### config.mk
export PLATFORM = sky130hd
export DESIGN_NAME = clkmgr_byp_responder
export DESIGN_NICKNAME = d
export VERILOG_FILES = /design/src/rtl/clkmgr_byp_responder.sv
export SDC_FILE = /design/constraint.sdc
export NUM_CORES = 1
export LEC_CHECK = 0
export BUFFER_PORTS_ARGS = -buffer_cell sky130_fd_sc_hd__buf_2
export CORE_MARGIN = 2
export CORE_UTILIZATION = 51
export CTS_CLUSTER_SIZE = 30
export DETAILED_ROUTE_END_ITERATION = 16
export GPL_ROUTABILITY_DRIVEN = 0
export MAX_ROUTING_LAYER = met4
export PLACE_DENSITY_LB_ADDON = 0.08
export SYNTH_ARGS = -nofsm -noshare
export SYNTH_HDL_FRONTEND = slang
export SYNTH_SLANG_ARGS = --single-unit
### constraint.sdc
create_clock -name clk_i -period 1.9 [get_ports clk_i]
set_clock_uncertainty 0.1 [all_clocks]
set_input_delay 0.38 -clock clk_i [delete_from_list [all_inputs] [get_ports clk_i]]
set_output_delay 0.38 -clock clk_i [all_outputs]
set_load 0.1 [all_outputs]
### src/rtl/clkmgr_byp_responder.sv
// Clock-manager side of the life-cycle clock-bypass handshake: synchronizes the
// lc_tx_t bypass request, drives the external clock mux and returns the lc_tx_t ack.
module clkmgr_byp_responder #(
    parameter int unsigned SyncStages    = 2,
    parameter int unsigned StableCycles  = 4,
    parameter int unsigned TimeoutCycles = 1024
) (
    input  logic       clk_i,
    input  logic       rst_i,
    input  logic [3:0] lc_clk_byp_req_i,
    input  logic       ext_switch_ack_i,
    output logic       ext_switch_req_o,
    output logic [3:0] lc_clk_byp_ack_o,
    output logic       timeout_o,
    output logic       invalid_enc_o
);

    localparam logic [3:0] LC_ON  = 4'b1010;
    localparam logic [3:0] LC_OFF = 4'b0101;

    localparam int unsigned SW = $clog2(StableCycles + 1);
    localparam int unsigned TW = (TimeoutCycles > 1) ? $clog2(TimeoutCycles) : 1;
    localparam logic [SW-1:0] STABLE_MAX   = SW'(StableCycles);
    localparam logic [TW-1:0] TIMEOUT_LAST = TW'(TimeoutCycles - 1);

    typedef enum logic [2:0] {
        IDLE,
        SWITCHING,
        ACKED,
        RELEASING,
        FAILED
    } state_t;

    logic [3:0]    sync_q [SyncStages];
    logic [3:0]    synced;
    logic [3:0]    prev_q;
    logic [SW-1:0] stable_q;
    logic          req_on;
    logic          req_off;

    state_t        state_q;
    state_t        state_d;
    logic [TW-1:0] tcnt_q;
    logic [TW-1:0] tcnt_d;
    logic          timed_out;
    logic          switch_d;
    logic [3:0]    ack_d;
    logic          timeout_d;

    // Each bit passes through its own flop chain; the vector form is bitwise identical.
    always_ff @(posedge clk_i or posedge rst_i) begin
        if (rst_i) begin
            for (int unsigned i = 0; i < SyncStages; i++) begin
                sync_q[i] <= LC_OFF;
            end
        end else begin
            sync_q[0] <= lc_clk_byp_req_i;
            for (int unsigned i = 1; i < SyncStages; i++) begin
                sync_q[i] <= sync_q[i-1];
            end
        end
    end

    assign synced = sync_q[SyncStages-1];

    // stable_q counts consecutive cycles prev_q has held, saturating at StableCycles.
    always_ff @(posedge clk_i or posedge rst_i) begin
        if (rst_i) begin
            prev_q        <= LC_OFF;
            stable_q      <= '0;
            invalid_enc_o <= 1'b0;
        end else begin
            prev_q        <= synced;
            invalid_enc_o <= (synced != LC_ON) && (synced != LC_OFF);
            if (synced != prev_q) begin
                stable_q <= SW'(1);
            end else if (stable_q != STABLE_MAX) begin
                stable_q <= stable_q + SW'(1);
            end
        end
    end

    assign req_on    = (stable_q == STABLE_MAX) && (prev_q == LC_ON);
    assign req_off   = (stable_q == STABLE_MAX) && (prev_q != LC_ON);
    assign timed_out = (tcnt_q == TIMEOUT_LAST);

    always_ff @(posedge clk_i or posedge rst_i) begin
        if (rst_i) begin
            state_q          <= IDLE;
            tcnt_q           <= '0;
            ext_switch_req_o <= 1'b0;
            lc_clk_byp_ack_o <= LC_OFF;
            timeout_o        <= 1'b0;
        end else begin
            state_q          <= state_d;
            tcnt_q           <= tcnt_d;
            ext_switch_req_o <= switch_d;
            lc_clk_byp_ack_o <= ack_d;
            timeout_o        <= timeout_d;
        end
    end

    // Outputs are decoded from the next state so they register alongside it.
    always_comb begin
        state_d = state_q;
        unique case (state_q)
            IDLE: begin
                if (req_on) state_d = SWITCHING;
            end
            SWITCHING: begin
                if (ext_switch_ack_i)  state_d = ACKED;
                else if (req_off)      state_d = RELEASING;
                else if (timed_out)    state_d = FAILED;
            end
            ACKED: begin
                if (req_off) state_d = RELEASING;
            end
            RELEASING: begin
                if (!ext_switch_ack_i) state_d = IDLE;
                else if (timed_out)    state_d = FAILED;
            end
            FAILED: begin
                if (req_off && !ext_switch_ack_i) state_d = IDLE;
            end
            default: state_d = IDLE;
        endcase

        tcnt_d = '0;
        if ((state_d == state_q) && ((state_q == SWITCHING) || (state_q == RELEASING))) begin
            tcnt_d = tcnt_q + TW'(1);
        end

        switch_d  = (state_d == SWITCHING) || (state_d == ACKED);
        ack_d     = (state_d == ACKED) ? LC_ON : LC_OFF;
        timeout_d = (state_d == FAILED) && (state_q != FAILED);
    end

endmodule

==> flow_summary.html, run 1 <==
<table>
<tr><th>Metric</th><th>Value</th></tr>
<tr><th colspan="2">Synthesis</th></tr>
<tr><td>Combined area of all synthesized cells</td><td>0.00140 mm²</td></tr>
<tr><td>Cell taking the most area after synthesis</td><td>sky130_fd_sc_hd__dfrtp_1</td></tr>
<tr><td>Ranking of synthesized cells by area</td><td>sky130_fd_sc_hd__dfrtp_1 (46%), sky130_fd_sc_hd__dfstp_2 (13%), sky130_fd_sc_hd__xnor2_1 (5.6%), sky130_fd_sc_hd__nor2_1 (3.8%), sky130_fd_sc_hd__xor2_1 (3.8%)</td></tr>
<tr><td>Flops &amp; latches, synth</td><td>33</td></tr>
<tr><td>Share of flip-flops with an asynchronous set or reset</td><td>100%</td></tr>
<tr><td>Ys flop type</td><td>sky130_fd_sc_hd__dfrtp_1</td></tr>
<tr><td>Syn avg cell area</td><td>between 10 and 15 µm²</td></tr>
<tr><td>Cells after Synth</td><td>between 100 and 150</td></tr>
<tr><td>Most numerous cell in the Yosys netlist</td><td>sky130_fd_sc_hd__dfrtp_1</td></tr>
<tr><td>Number of enable-type register cells in the synthesized netlist</td><td>0</td></tr>
<tr><td>Number of nets in the synthesized netlist</td><td>130</td></tr>
<tr><td>Most numerous cell types in the synthesized netlist</td><td>sky130_fd_sc_hd__dfrtp_1 (26), sky130_fd_sc_hd__nor2_1 (14), sky130_fd_sc_hd__nand2_1 (9), sky130_fd_sc_hd__xnor2_1 (9), sky130_fd_sc_hd__nand3_1 (8)</td></tr>
<tr><td>Area fraction of the dominant cell type after synthesis</td><td>46.4%</td></tr>
<tr><td>Yosys warnings</td><td>0</td></tr>
<tr><td>Post-synthesis cell type count</td><td>35</td></tr>
<tr><td>Sequential share of the synthesized area</td><td>59.6%</td></tr>
<tr><th colspan="2">Final layout</th></tr>
<tr><td>Final design area excluding fillers</td><td>0.00167 mm²</td></tr>
<tr><td>Fraction of layout cells with a size suffix above 1</td><td>30.1%</td></tr>
<tr><td>Number of filler instances in the final layout</td><td>237</td></tr>
<tr><td>Post-route core utilization</td><td>62.0%</td></tr>
<tr><td>Antenna diode instance count</td><td>0</td></tr>
<tr><td>Area Growth Syn to Fin</td><td>18.9%</td></tr>
<tr><td>Number of standard cells in the final layout excluding fillers</td><td>177</td></tr>
<tr><td>Count of nets after finishing</td><td>155</td></tr>
<tr><th colspan="2">STA</th></tr>
<tr><td>Remaining max-slew budget at the tightest pin</td><td>67.9%</td></tr>
<tr><td>Fin. Hold Viols</td><td>0</td></tr>
<tr><td>Tmin final</td><td>between 1.5 and 2 ns</td></tr>
<tr><td>Actual slew at the worst max-slew pin</td><td>0.485 ns</td></tr>
<tr><td>Maximum clock rate</td><td>~550 MHz</td></tr>
<tr><td>Ratio of final minimum period to clock period</td><td>95.1%</td></tr>
<tr><td>Setup repair after global routing missed its margin</td><td>false</td></tr>
<tr><td>Final Slew Violations</td><td>0</td></tr>
<tr><td>Setup violators final</td><td>0</td></tr>
<tr><td>Setup total negative slack</td><td>0 ns</td></tr>
<tr><th colspan="2">Placed design</th></tr>
<tr><td>Cell area reported after detailed placement</td><td>0.00152 mm²</td></tr>
<tr><td>Port Buffer Count</td><td>13</td></tr>
<tr><td>Placed Instances</td><td>165</td></tr>
<tr><td>Total half-perimeter wirelength after legalization and detailed placement</td><td>between 1 and 1.5 mm</td></tr>
<tr><th colspan="2">Worst setup path</th></tr>
<tr><td>Critical register-to-register path startpoint</td><td>prev_q[2]$_DFF_PP1_</td></tr>
<tr><td>Reg2Reg Depth</td><td>5</td></tr>
<tr><td>Cell type of the slowest stage on the worst timing path</td><td>sky130_fd_sc_hd__dfstp_2</td></tr>
<tr><td>Capturing element type of the critical path</td><td>flip-flop</td></tr>
<tr><td>Critical path arrival</td><td>1.98 ns</td></tr>
<tr><td>Critical Path Start Type</td><td>flip-flop</td></tr>
<tr><td>Register-to-register path setup slack</td><td>0.09 ns</td></tr>
<tr><td>Maximum cell stage delay along the critical path</td><td>0.55 ns</td></tr>
<tr><td>CP max FO</td><td>4</td></tr>
<tr><td>Series of cell instances along the critical path</td><td>and4bb_1 -&gt; o311ai_2 -&gt; o21ai_1 -&gt; a311oi_4 -&gt; and2_4</td></tr>
<tr><td>Worst setup path class</td><td>reg -&gt; reg</td></tr>
<tr><td>Reg-to-reg endpoint</td><td>lc_clk_byp_ack_o[1]$_DFF_PP0_</td></tr>
<tr><td>Data required, critical path</td><td>about 2.1 ns</td></tr>
<tr><th colspan="2">Routing</th></tr>
<tr><td>Vias per cell</td><td>roughly 5.3</td></tr>
<tr><td>Number of antenna-violating nets in the routed design</td><td>0</td></tr>
<tr><td>Wire length per cell after detailed routing</td><td>12.3 µm</td></tr>
<tr><td>Total wire length after detailed routing</td><td>~2.2 mm</td></tr>
<tr><td>First drt pass iteration count</td><td>4</td></tr>
<tr><td>DR vias</td><td>between 900 and 1000</td></tr>
<tr><td>Drc violations</td><td>0</td></tr>
<tr><td>DRC marker count from the first detailed-route iteration</td><td>14</td></tr>
<tr><th colspan="2">Floorplanning</th></tr>
<tr><td>Chip height</td><td>approximately 56 µm</td></tr>
<tr><td>Die ar.</td><td>between 0.003 and 0.004 mm²</td></tr>
<tr><td>Area of the core</td><td>0.00269 mm²</td></tr>
<tr><td>Die outline width</td><td>56.4 µm</td></tr>
<tr><td>Effective utilization at floorplan</td><td>52.2%</td></tr>
<tr><td>Row cnt</td><td>19</td></tr>
<tr><td>Top-Level Pins</td><td>14</td></tr>
<tr><th colspan="2">Clock tree</th></tr>
<tr><td>Number of buffers created by CTS</td><td>5</td></tr>
<tr><td>Number of hold buffers added after CTS</td><td>0</td></tr>
<tr><td>Buffers from clock root to sink, at most</td><td>2</td></tr>
<tr><td>TritonCTS clock tree</td><td>yes</td></tr>
<tr><td>Clock input transition at the sequential cells of the worst setup and hold paths</td><td>roughly 0.10 ns</td></tr>
<tr><td>Worst-skew pair later-pin latency</td><td>about 0.33 ns</td></tr>
<tr><td>CTS sink count</td><td>33</td></tr>
<tr><td>Root buffer cell</td><td>sky130_fd_sc_hd__clkbuf_4</td></tr>
<tr><td>CTS H-tree lvls</td><td>2</td></tr>
<tr><th colspan="2">Status</th></tr>
<tr><td>Run status</td><td>complete, no violations</td></tr>
<tr><th colspan="2">GRT</th></tr>
<tr><td>Antenna violations before repair</td><td>0</td></tr>
<tr><td>Global Route Usage Sum</td><td>16.7%</td></tr>
<tr><td>Remaining global-route overflow</td><td>0</td></tr>
<tr><td>Vias in the first global route</td><td>914</td></tr>
<tr><td>Pin count of the biggest net entering global routing</td><td>34</td></tr>
<tr><td>Global-route wire length before repair</td><td>around 3.8 mm</td></tr>
<tr><th colspan="2">Power</th></tr>
<tr><td>Worst IR Drop VDD</td><td>~720 µV</td></tr>
<tr><td>Power Density</td><td>961 mW/mm²</td></tr>
<tr><td>Leak pwr</td><td>~0.76 nW</td></tr>
<tr><th colspan="2">Min path</th></tr>
<tr><td>Worst min-delay path class</td><td>in -&gt; async</td></tr>
<tr><th colspan="2">Flow run</th></tr>
<tr><td>Number of max-capacitance violations reported</td><td>0</td></tr>
</table>
-- layer usage --
metal	wire length [µm]	global-route usage, %	up-vias
li1	-	-	457
met5	0	-	-
met2	993	24.4	24
met4	53	10.9	0
met3	118	6.91	4
met1	1010	18.6	454
-- where the power goes --
| part | internal [mW] | total, mW | switching (mW) |
|---|---|---|---|
| Combinational | 0.0733 | 0.301 | 0.228 |
| Clock | 0.314 | 0.537 | 0.223 |
| Sequential | 0.743 | 0.763 | 0.0207 |
-- worst max-delay path: cells and delay by family (launching register included) --
kind | cells | cell delay, ns
AO/OA/AOI/OAI | 3 | 0.69
flip-flops | 1 | 0.55
AND/OR/NAND/NOR | 2 | 0.42
-- cell usage in the layout, fill, tap and decap left out, types with 2 or more instances in the layout --
master                     netlist  final
sky130_fd_sc_hd__a21oi_1         2      2
sky130_fd_sc_hd__and3_1          2      2
sky130_fd_sc_hd__buf_2           0     13
sky130_fd_sc_hd__buf_4           2      9
sky130_fd_sc_hd__clkbuf_4        0      5
sky130_fd_sc_hd__dfrtp_1        26     26
sky130_fd_sc_hd__dfstp_2         7      7
sky130_fd_sc_hd__ha_1            3      2
sky130_fd_sc_hd__inv_1           6      5
sky130_fd_sc_hd__nand2_1         9      8
sky130_fd_sc_hd__nand2b_1        2      2
sky130_fd_sc_hd__nand3_1         8      8
sky130_fd_sc_hd__nand4_1         2      2
sky130_fd_sc_hd__nor2_1         14     14
sky130_fd_sc_hd__nor4bb_1        2      2
sky130_fd_sc_hd__xnor2_1         9      9
sky130_fd_sc_hd__xor2_1          6      6
-- cell families after synthesis --
| kind of cell | after synthesis | synth area share [%] |
|---|---|---|
| adders and majority gates | 3 | 2.68 |
| DFF | 33 | 59.6 |
| and+or+nand+nor | 49 | 19.1 |
| xor gates and xnor gates | 15 | 9.38 |
| buffers and inverters | 10 | 3.30 |
| AOI/OAI and AO/OA | 10 | 5.98 |
-- registers in the layout (all words and copies together), names as in the netlist --
register / flops
tcnt_q: 10
stable_q: 3
state_q: 3
invalid_enc_o: 1
prev_q: 4
synced: 4
sync_q: 4
timeout_o: 1
ext_switch_req_o: 1
lc_clk_byp_ack_o: 2
-- how the worst max path moves through the flow --
stage                                       start                             to  slack, ns
final                         prev_q[2]$_DFF_PP1_  lc_clk_byp_ack_o[1]$_DFF_PP0_       0.09
after global routing      stable_q[0]$_DFFE_PP0P_  lc_clk_byp_ack_o[1]$_DFF_PP0_      0.006
after CTS                 stable_q[0]$_DFFE_PP0P_  lc_clk_byp_ack_o[1]$_DFF_PP0_       0.02
after detailed placement  stable_q[0]$_DFFE_PP0P_  lc_clk_byp_ack_o[1]$_DFF_PP0_       0.01
after global placement    stable_q[0]$_DFFE_PP0P_  lc_clk_byp_ack_o[1]$_DFF_PP0_       0.08
after floorplan               tcnt_q[0]$_DFF_PP0_  lc_clk_byp_ack_o[1]$_DFF_PP0_       0.07
-- through the flow --
stage / setup WS (ns) / total power [mW] / hold WS [ns]
floorplan: 0.0700 / 1.02 / 0.231
global placement: 0.0755 / 1.06 / 0.232
detailed placement: 0.0100 / 1.06 / 0.239
CTS: 0.0156 / 1.61 / 0.0180
global route: 0.00642 / 1.67 / 0.0199
finish: 0.0929 / 1.60 / 0.0217
-- area by class of cell --
cell class	count	area [µm²]	share of cell area, %
clock inverters	1	30.0	1.80
inverters	6	22.5	1.35
repair buffers	22	133	7.96
clock buffers	7	55.1	3.30
multi-input cells	77	553	33.2
flip-flops and latches	33	835	50.1
well taps	31	38.8	2.33
-- repair_timing --
| action | 4_1_cts | 5_1_grt |
|---|---|---|
| pin swaps | 1 | 4 |
| resized for setup | 0 | 7 |
| gates cloned | 0 | 0 |
| endpoints found under the setup margin | 2 | 13 |
| setup buffers | 0 | 4 |
No activity file was read; power rests on OpenSTA's default activity.
==> run 2, diff against run 1 <==
--- a/config.mk
+++ b/config.mk
@@ -5,9 +5,11 @@
 export SDC_FILE = /design/constraint.sdc
 export NUM_CORES = 1
 export LEC_CHECK = 0
+export ABC_AREA = 1
+export ABC_CLOCK_PERIOD_IN_PS = 1900
 export BUFFER_PORTS_ARGS = -buffer_cell sky130_fd_sc_hd__buf_2
 export CORE_MARGIN = 2
-export CORE_UTILIZATION = 51
+export CORE_UTILIZATION = 52
 export CTS_CLUSTER_SIZE = 30
 export DETAILED_ROUTE_END_ITERATION = 16
 export GPL_ROUTABILITY_DRIVEN = 0
==> run 2 against run 1 <==
- final area rose by 4.7%
- combinational power fell by 60%
- sequential share of layout area is 2.3 points lower
- setup slack gained 0.059 ns
- final cell count rose by 17%
- critical endpoint is now lc_clk_byp_ack_o[0]
- largest cell class unchanged
==> flow_summary.html, run 2 <==
<table>
<tr><th>Metric</th><th>Value</th></tr>
<tr><th colspan="2">STA</th></tr>
<tr><td>Setup violators final</td><td>0</td></tr>
<tr><td>Setup total negative slack</td><td>0 ns</td></tr>
<tr><td>Tmin final</td><td>around 1.7 ns</td></tr>
<tr><td>Fin. Hold Viols</td><td>0</td></tr>
<tr><td>Maximum clock rate</td><td>572 MHz</td></tr>
<tr><td>Setup repair after global routing missed its margin</td><td>false</td></tr>
<tr><td>Ratio of final minimum period to clock period</td><td>between 90% and 100%</td></tr>
<tr><td>Final Slew Violations</td><td>0</td></tr>
<tr><td>Actual slew at the worst max-slew pin</td><td>between 0.4 and 0.5 ns</td></tr>
<tr><td>Remaining max-slew budget at the tightest pin</td><td>between 60% and 70%</td></tr>
<tr><td>Fin Hold WS</td><td>0.0105 ns</td></tr>
<tr><th colspan="2">Final layout</th></tr>
<tr><td>Max reg flops</td><td>10</td></tr>
<tr><td>Commonest non-fill, non-tap cells in the layout</td><td>sky130_fd_sc_hd__nand2_1 (31), sky130_fd_sc_hd__dfrtp_1 (26), sky130_fd_sc_hd__inv_1 (19)</td></tr>
<tr><td>Fraction of layout cells with a size suffix above 1</td><td>26.7%</td></tr>
<tr><td>Count of nets after finishing</td><td>185</td></tr>
<tr><td>Area Growth Syn to Fin</td><td>15.4%</td></tr>
<tr><td>Most common cell after layout, fill and taps aside</td><td>sky130_fd_sc_hd__nand2_1</td></tr>
<tr><td>Biggest register</td><td>tcnt_q</td></tr>
<tr><td>Antenna diode instance count</td><td>0</td></tr>
<tr><th colspan="2">Routing</th></tr>
<tr><td>Total wire length after detailed routing</td><td>between 2 and 2.5 mm</td></tr>
<tr><td>Drc violations</td><td>0</td></tr>
<tr><td>First drt pass iteration count</td><td>4</td></tr>
<tr><td>Number of antenna-violating nets in the routed design</td><td>0</td></tr>
<tr><td>Vias per cell</td><td>4.94</td></tr>
<tr><td>DRC marker count from the first detailed-route iteration</td><td>81</td></tr>
<tr><td>DR vias</td><td>1023</td></tr>
<tr><td>Wire length per cell after detailed routing</td><td>around 11 µm</td></tr>
<tr><th colspan="2">Clock tree</th></tr>
<tr><td>Number of hold buffers added after CTS</td><td>0</td></tr>
<tr><td>Buffers from clock root to sink, at most</td><td>2</td></tr>
<tr><td>CTS H-tree lvls</td><td>2</td></tr>
<tr><td>Clock input transition at the sequential cells of the worst setup and hold paths</td><td>0.10 ns</td></tr>
<tr><td>Number of buffers created by CTS</td><td>5</td></tr>
<tr><td>Worst-skew pair later-pin latency</td><td>~0.33 ns</td></tr>
<tr><td>TritonCTS clock tree</td><td>yes</td></tr>
<tr><td>CTS sink count</td><td>33</td></tr>
<tr><td>Root buffer cell</td><td>sky130_fd_sc_hd__clkbuf_4</td></tr>
<tr><th colspan="2">Synthesis</th></tr>
<tr><td>Area fraction of the dominant cell type after synthesis</td><td>43.0%</td></tr>
<tr><td>Ys flop type</td><td>sky130_fd_sc_hd__dfrtp_1</td></tr>
<tr><td>Most numerous cell in the Yosys netlist</td><td>sky130_fd_sc_hd__nand2_1</td></tr>
<tr><td>Combined area of all synthesized cells</td><td>0.00151 mm²</td></tr>
<tr><td>Most numerous cell types in the synthesized netlist</td><td>sky130_fd_sc_hd__nand2_1 (31), sky130_fd_sc_hd__dfrtp_1 (26), sky130_fd_sc_hd__inv_1 (19)</td></tr>
<tr><td>Syn avg cell area</td><td>9.82 µm²</td></tr>
<tr><td>Share of flip-flops with an asynchronous set or reset</td><td>100%</td></tr>
<tr><td>Flops &amp; latches, synth</td><td>33</td></tr>
<tr><td>Sequential share of the synthesized area</td><td>55.2%</td></tr>
<tr><td>Ranking of synthesized cells by area</td><td>sky130_fd_sc_hd__dfrtp_1 (43%), sky130_fd_sc_hd__dfstp_2 (12%), sky130_fd_sc_hd__nand2_1 (7.7%), sky130_fd_sc_hd__xor2_1 (5.2%), sky130_fd_sc_hd__inv_1 (4.7%)</td></tr>
<tr><td>Cells after Synth</td><td>154</td></tr>
<tr><td>Number of enable-type register cells in the synthesized netlist</td><td>0</td></tr>
<tr><td>Cell taking the most area after synthesis</td><td>sky130_fd_sc_hd__dfrtp_1</td></tr>
<tr><td>Yosys warnings</td><td>0</td></tr>
<tr><td>Post-synthesis cell type count</td><td>23</td></tr>
<tr><td>Number of nets in the synthesized netlist</td><td>around 160</td></tr>
<tr><th colspan="2">Floorplanning</th></tr>
<tr><td>Die outline width</td><td>around 58 µm</td></tr>
<tr><td>Die ar.</td><td>0.00336 mm²</td></tr>
<tr><td>Row cnt</td><td>19</td></tr>
<tr><td>Effective utilization at floorplan</td><td>54.9%</td></tr>
<tr><td>Chip height</td><td>57.9 µm</td></tr>
<tr><td>Top-Level Pins</td><td>14</td></tr>
<tr><td>Area of the core</td><td>0.00276 mm²</td></tr>
<tr><th colspan="2">Power</th></tr>
<tr><td>Worst IR Drop VDD</td><td>slightly above 1000 µV</td></tr>
<tr><td>Power Density</td><td>806 mW/mm²</td></tr>
<tr><td>Leak pwr</td><td>0.825 nW</td></tr>
<tr><th colspan="2">Worst setup path</th></tr>
<tr><td>Data required, critical path</td><td>approximately 1.4 ns</td></tr>
<tr><td>Series of cell instances along the critical path</td><td>buf_2</td></tr>
<tr><td>Cell type of the slowest stage on the worst timing path</td><td>sky130_fd_sc_hd__dfstp_2</td></tr>
<tr><td>Critical Path Start Type</td><td>flip-flop</td></tr>
<tr><td>Cell type group with the largest total delay on the critical path</td><td>flip-flops</td></tr>
<tr><td>Capturing element type of the critical path</td><td>output port</td></tr>
<tr><td>Register-to-register path setup slack</td><td>roughly 0.2 ns</td></tr>
<tr><td>Maximum cell stage delay along the critical path</td><td>0.53 ns</td></tr>
<tr><td>Worst setup path class</td><td>reg -&gt; out</td></tr>
<tr><td>Buf+Inv Stages, Crit Path</td><td>1</td></tr>
<tr><td>Critical path arrival</td><td>about 1.3 ns</td></tr>
<tr><td>CP max FO</td><td>2</td></tr>
<tr><th colspan="2">GRT</th></tr>
<tr><td>Global-route wire length before repair</td><td>around 4.2 mm</td></tr>
<tr><td>Antenna violations before repair</td><td>0</td></tr>
<tr><td>Vias in the first global route</td><td>996</td></tr>
<tr><td>Global Route Usage Sum</td><td>17.3%</td></tr>
<tr><td>Pin count of the biggest net entering global routing</td><td>34</td></tr>
<tr><td>Remaining global-route overflow</td><td>0</td></tr>
<tr><th colspan="2">Min path</th></tr>
<tr><td>Worst min-delay path class</td><td>in -&gt; async</td></tr>
<tr><th colspan="2">Placed design</th></tr>
<tr><td>Total half-perimeter wirelength after legalization and detailed placement</td><td>1.63 mm</td></tr>
<tr><td>Port Buffer Count</td><td>13</td></tr>
<tr><th colspan="2">Flow run</th></tr>
<tr><td>Number of max-capacitance violations reported</td><td>0</td></tr>
<tr><th colspan="2">Status</th></tr>
<tr><td>Run status</td><td>complete, no violations</td></tr>
</table>
-- run 2: timing repair --
| item | CTS | global route |
|---|---|---|
| setup endpoints to repair | 0 | 10 |
| gates resized for setup | 0 | 4 |
| buffers inserted | 0 | 2 |
-- run 2: final cells by class --
cell class	instances	area, µm²
inverters	19	71.3
repair buffers	16	100
multi-input cells	100	612
flip-flops and latches	33	835
clock buffers	6	51.3
well taps	31	38.8
clock inverters	2	37.5
fillers	245	1010
-- run 2: cells by family (layout without fill, tap and decap cells) --
kind of cell    count (synthesis)  after routing  share of synthesized area (%)
compound gates                  7              7                           3.39
simple gates                   77             77                           25.7
flops                          33             33                           55.2
xor+xnor                       13             13                           7.53
fa+ha+maj                       3              3                           2.48
buf+inv                        21             43                           5.71
-- run 2: final timing paths --
| check | start | to | depth (start not counted) |
|---|---|---|---|
| worst max register to register | stable_q[0]$_DFFE_PP0P_ | tcnt_q[8]$_DFF_PP0_ | 10 |
| min in group clk_i | lc_clk_byp_req_i[0] | sync_q[4]$_DFF_PP1_ | 1 |
| max in group asynchronous | rst_i | synced[2]$_DFF_PP1_ | 3 |
| worst min-delay path | rst_i | sync_q[7]$_DFF_PP0_ | 3 |
| worst min register to register | sync_q[4]$_DFF_PP1_ | synced[0]$_DFF_PP1_ | 0 |
| worst max-delay path | lc_clk_byp_ack_o[2]$_DFF_PP1_ | lc_clk_byp_ack_o[0] | 1 |
-- run 2: routing by layer --
| layer | vias up | track usage (%) | share of wire [%] |
|---|---|---|---|
| met1 | 469 | 21.2 | 47 |
| met3 | 2 | 6.03 | 4.7 |
| met4 | 0 | 6.98 | 0.85 |
| met2 | 22 | 26.5 | 47 |
| met5 | - | - | 0 |
| li1 | 530 | - | - |
-- run 2: through the flow --
step | utilization [%] | setup slack [ns] | area (µm²) | cells | power, mW
2_1_floorplan | - | 0.0960 | 1510 | 154 | 0.847
3_3_place_gp | 58.3 | 0.197 | 1610 | 197 | 0.868
3_5_place_dp | 58.3 | 0.176 | 1610 | 197 | 0.871
4_1_cts | 61.6 | 0.135 | 1700 | 205 | 1.42
5_1_grt | 63.3 | 0.00201 | 1750 | 207 | 1.48
6_report | 63.3 | 0.152 | 1750 | 207 | 1.41
-- run 2: power by group --
group / switching [mW] / leakage [nW] / internal, mW / total (mW)
clock: 0.231 / 0.0445 / 0.313 / 0.544
sequential: 0.0127 / 0.398 / 0.729 / 0.741
combinational: 0.0897 / 0.382 / 0.0313 / 0.121
-- run 2: worst min-delay path, stage by stage --
cell and delay, ns:
sky130_fd_sc_hd__buf_2 0.09, sky130_fd_sc_hd__inv_1 0.04, sky130_fd_sc_hd__buf_4 0.35
